<file path="src/rtl/shift_sequencer.sv">
// Multi-cycle 0-63 bit logical left shifter built from a 0-3 bit step stage, valid/ready on both
// sides. Define SHIFT_SEQ_ZERO_EXIT_EN to finish early once the accumulator becomes zero.
module shift_sequencer #(
  parameter int unsigned WIDTH   = 64,
  parameter int unsigned SHAMT_W = 6
) (
  input  logic               clk,
  input  logic               reset_n,
  input  logic               in_valid,
  output logic               in_ready,
  input  logic [WIDTH-1:0]   in_data,
  input  logic [SHAMT_W-1:0] in_shamt,
  output logic               out_valid,
  input  logic               out_ready,
  output logic [WIDTH-1:0]   out_data,
  output logic [4:0]         out_cycles,
  output logic               busy
);

  typedef enum logic [1:0] {StIdle, StShift, StDone} state_e;

  state_e               state_q, state_d;
  logic [WIDTH-1:0]     acc_q, acc_d;
  logic [SHAMT_W-1:0]   rem_q, rem_d;
  logic [4:0]           cnt_q, cnt_d;

  logic [1:0]           step;
  logic [WIDTH-1:0]     acc_step;
  logic [SHAMT_W-1:0]   rem_step;

  // Single-cycle stage: shift by min(rem, 3).
  always_comb begin
    step     = (rem_q > SHAMT_W'(3)) ? 2'd3 : rem_q[1:0];
    acc_step = acc_q << step;
    rem_step = rem_q - {{(SHAMT_W-2){1'b0}}, step};
  end

  always_ff @(posedge clk or negedge reset_n) begin
    if (!reset_n) begin
      state_q <= StIdle;
      acc_q   <= '0;
      rem_q   <= '0;
      cnt_q   <= '0;
    end else begin
      state_q <= state_d;
      acc_q   <= acc_d;
      rem_q   <= rem_d;
      cnt_q   <= cnt_d;
    end
  end

  always_comb begin
    state_d = state_q;
    acc_d   = acc_q;
    rem_d   = rem_q;
    cnt_d   = cnt_q;
    unique case (state_q)
      StIdle: begin
        if (in_valid) begin
          acc_d = in_data;
          rem_d = in_shamt;
          cnt_d = '0;
          if (in_shamt == '0) state_d = StDone;
          else                state_d = StShift;
`ifdef SHIFT_SEQ_ZERO_EXIT_EN
          if (in_data == '0) state_d = StDone;
`endif
        end
      end
      StShift: begin
        acc_d = acc_step;
        rem_d = rem_step;
        cnt_d = cnt_q + 5'd1;
        if (rem_step == '0) state_d = StDone;
`ifdef SHIFT_SEQ_ZERO_EXIT_EN
        if (acc_step == '0) state_d = StDone;
`endif
      end
      StDone: begin
        if (out_ready) state_d = StIdle;
      end
      default: state_d = StIdle;
    endcase
  end

  // Outputs come straight from registers or the state decode; no input-to-output paths.
  always_comb begin
    in_ready   = (state_q == StIdle);
    out_valid  = (state_q == StDone);
    busy       = (state_q != StIdle);
    out_data   = acc_q;
    out_cycles = cnt_q;
  end

endmodule

</file>
<file path="config.mk">
export PLATFORM = sky130hd
export DESIGN_NAME = shift_sequencer
export DESIGN_NICKNAME = d
export VERILOG_FILES = /design/src/rtl/shift_sequencer.sv
export SDC_FILE = /design/constraint.sdc
export NUM_CORES = 1
export LEC_CHECK = 0
export ABC_AREA = 1
export CORE_MARGIN = 2
export CORE_UTILIZATION = 52
export CTS_BUF_LIST = sky130_fd_sc_hd__clkbuf_16
export CTS_CLUSTER_SIZE = 10
export DETAILED_ROUTE_END_ITERATION = 8
export PLACE_DENSITY = 0.95
export RECOVER_POWER = 25
export SLEW_MARGIN = 20
export SYNTH_ARGS = -nofsm -noshare
export SYNTH_HDL_FRONTEND = slang
export SYNTH_SLANG_ARGS = --single-unit
</file>
<file path="constraint.sdc">
create_clock -name clk -period 3.6 [get_ports clk]
set_input_delay 0.36 -clock clk [delete_from_list [all_inputs] [get_ports clk]]
set_output_delay 0.36 -clock clk [all_outputs]
set_load 0.005 [all_outputs]
</file>
==> impl_metrics.py <==
metrics = {
    "outcome": {
        "status": "finished, violations left",
        "violations": "max-capacitance violations, max-slew violations",
    },
    "logic_synthesis": {
        "seq_area_frac_synth": 0.389,
        "syn_nets": 785,
        "ys_warn_count": 0,
        "syn_area_sq_um": 4960,
        "synth-seq-cells": 77,
        "syn_area_per_cell_sq_um": 6.99,
        "syn_inst": 709,
        "synth_cell_types": 31,
    },
    "die": {
        "rows": 35,
        "die_w_um": 102,
        "io_pins": 146,
        "dieArea_sq_um": 10300,
        "die_y_um": 102,
        "start_util": 0.536,
        "coreArea_sq_um": 9240,
    },
    "sta": {
        "max_freq_mhz": 385,
        "max_slew.worst_pin.slew_ns": 1.91,
        "drv_slew": 78,
        "relSlewSlack": -0.276,
        "rsz0062_at_grt": "no",
        "hold_viol_final": 0,
        "setup_viol": 0,
        "min_period_ns": 2.60,
        "skew_ns": 0.00497,
        "fin_setup_tns_ns": 0,
        "post-route-period-util": 0.722,
    },
    "power": {
        "powerDensity_nw_per_um2": 989,
        "vdd_drop_max_mv": 0.459,
        "p_leak_nw": 3.12,
    },
    "placed_design": {
        "hpwl_um": 9960,
        "place_area_sq_um": 6370,
        "globalplace.congestion": 0.890,
        "io_buffers": 145,
    },
    "worst_setup_path": {
        "slowest_stage": "nand3_2",
        "criticalPathCategory": "flop to flop",
        "cp_max_fo": 42,
        "worstPathArrival_ns": 2.82,
        "crit_chain": "nor2_4 -> nand3_2 -> buf_4 -> nand2_1 -> o21ai_0 -> a22oi_1 -> nand2_1 -> o21ai_1 -> inv_1",
        "crit_path_end_kind": "flop",
        "worstPathRequired_ns": 3.82,
        "crit_path_start_kind": "flop",
        "cpMostUsedCell": "nand2_1",
        "max_stage_delay_ns": 0.69,
    },
    "global_route": {
        "grt_pass1_wl_um": 24400,
        "grt.overflow.total": 0,
        "antenna_found_initial": 0,
        "grt_pass1_vias": 5209,
        "grt_use_total": 0.295,
        "grt_max_degree": 78,
    },
    "route": {
        "detail_route.wl_per_cell_um": 15.8,
        "ant_nets": 0,
        "drt_iter0_drc": 546,
        "first_pass_iters": 5,
        "wl_um": 15200,
        "drc_errors": 0,
        "vias": 5517,
        "viasPerCell": 5.75,
    },
    "clock_network": {
        "cts-htree-levels": 3,
        "clk_latency_ns": 0.33,
        "clk_pin_slew_ns": 0.06,
        "cts_hold_buffers": 0,
        "cts_buffer_depth": 2,
        "cts_buffers": 9,
        "root_buffer": "clkbuf_16",
        "cts_setup_buffers": 0,
        "cts_resized": 0,
        "cts_tree": "built",
        "cts_sinks": 77,
    },
    "layout": {
        "drive_gt1_frac": 0.0434,
        "nets": 902,
        "n_antenna_cell": 0,
        "design_area_sq_um": 6700,
        "areaGrowthSynthToFinish_pct": 35.2,
    },
    "job": {
        "maxCapViolCount": 1,
    },
    "hold_path": {
        "hold_path.class": "flop to flop",
    },
}
## critical path, delay by kind of cell (launching register included)
family          cells  cell delay, ns
compound gates      3            0.37
buf+inv             2            0.55
flops               1            0.44
simple gates        4            1.11
## layout by cell type, fill, tap and decap left out, types with 3 or more instances in the layout
cell type / count
nand2_1: 219
nand4_1: 8
nand3_1: 9
nor2_4: 4
dfrtp_1: 77
buf_4: 7
clkbuf_16: 9
a22oi_1: 52
bufinv_16: 3
o21ai_0: 53
inv_1: 88
a21oi_1: 58
clkdlybuf4s50_1: 144
nor2_1: 17
o211ai_1: 5
inv_2: 5
o21ai_1: 49
## synthesized netlist by cell type
master | count | area, sq um
o21ai_0 | 53 | 265
xor2_1 | 2 | 17.5
clkbuf_2 | 1 | 5.00
o31ai_1 | 2 | 15.0
nor4_1 | 1 | 6.26
a21oi_2 | 2 | 17.5
a22oi_1 | 52 | 390
dfrtp_1 | 77 | 1930
o22ai_1 | 1 | 6.26
nor2_8 | 1 | 20.0
buf_4 | 4 | 30.0
buf_6 | 5 | 56.3
a21oi_1 | 58 | 290
nand4_1 | 8 | 50.1
a41oi_1 | 2 | 17.5
buf_2 | 20 | 100
inv_2 | 4 | 15.0
o211ai_1 | 5 | 37.5
a32oi_1 | 1 | 8.76
clkbuf_1 | 16 | 60.1
nand2_1 | 219 | 822
nor3_1 | 1 | 5.00
inv_1 | 89 | 334
ha_1 | 2 | 25.0
nor2_1 | 17 | 63.8
nor2_4 | 4 | 45.0
nand2_2 | 1 | 6.26
nand3_1 | 9 | 45.0
a22o_1 | 1 | 8.76
nand3_2 | 2 | 20.0
o21ai_1 | 49 | 245
## state kept, by name, summed over array words and instances, names as in the netlist
register,count
rem_q,6
out_data,64
state_q,2
out_cycles,5
## per-stage QoR
stage	total power, mW	cells	setup slack [ns]	utilization	hold WS (ns)
after global routing	7.17	959	0.807	0.725	0.555
final	6.63	959	0.999	0.725	0.517
after CTS	6.59	959	1.03	0.725	0.226
after floorplan	4.06	709	1.90	-	0.0644
after detailed placement	5.52	944	1.15	0.690	0.503
after global placement	5.36	944	1.26	0.690	0.496
## cell families (layout without fill, tap and decap cells)
kind of cell	count (synthesis)	count (layout)	synth area share
adder cells (fa/ha/maj)	2	2	0.00505
XOR/XNOR	2	2	0.00354
AO/OA/AOI/OAI	226	226	0.263
flip-flops	77	77	0.389
AND/OR/NAND/NOR	263	263	0.219
buffers and inverters	139	260	0.121
## per-layer routing
metal | global-route usage | vias up | wire, um
met2 | 0.460 | 327 | 7320
met5 | 0 | - | 0
li1 | - | 2580 | -
met1 | 0.398 | 2563 | 6120
met4 | 0.149 | 0 | 520
met3 | 0.0469 | 47 | 1210
## worst paths after layout
| check | from | end | slack [ns] | cells past startpoint |
|---|---|---|---|---|
| worst max-delay path | rem_q[3]$_DFFE_PN0P_ | out_data[7]$_DFFE_PN0P_ | 1.0 | 9 |
| worst max register to register | rem_q[3]$_DFFE_PN0P_ | out_data[7]$_DFFE_PN0P_ | 1.0 | 9 |
| max in group asynchronous | reset_n | out_data[24]$_DFFE_PN0P_ | 1.91 | 1 |
| min in group asynchronous | reset_n | out_cycles[0]$_DFFE_PN0P_ | 0.57 | 1 |
| worst min register to register | out_data[47]$_DFFE_PN0P_ | out_data[47]$_DFFE_PN0P_ | 0.52 | 2 |
| worst min-delay path | out_data[47]$_DFFE_PN0P_ | out_data[47]$_DFFE_PN0P_ | 0.52 | 2 |
## layout make-up
type	instances	area [sq um]
Inverter	93	349
Clock inverter	6	103
Sequential cell	77	1930
Timing Repair Buffer	152	1500
Multi-Input combinational cell	493	2440
Clock buffer	9	225
Fill cell	711	2540
Tap cell	129	161
## power by group
group	internal (mW)	switching (mW)	total, mW	leakage (nW)
registers	1.32	0.502	1.82	0.892
logic	1.67	2.13	3.79	2.06
clock network	0.667	0.343	1.01	0.160
total	3.66	2.97	6.63	3.12
Power figures use the tool's default switching activity.
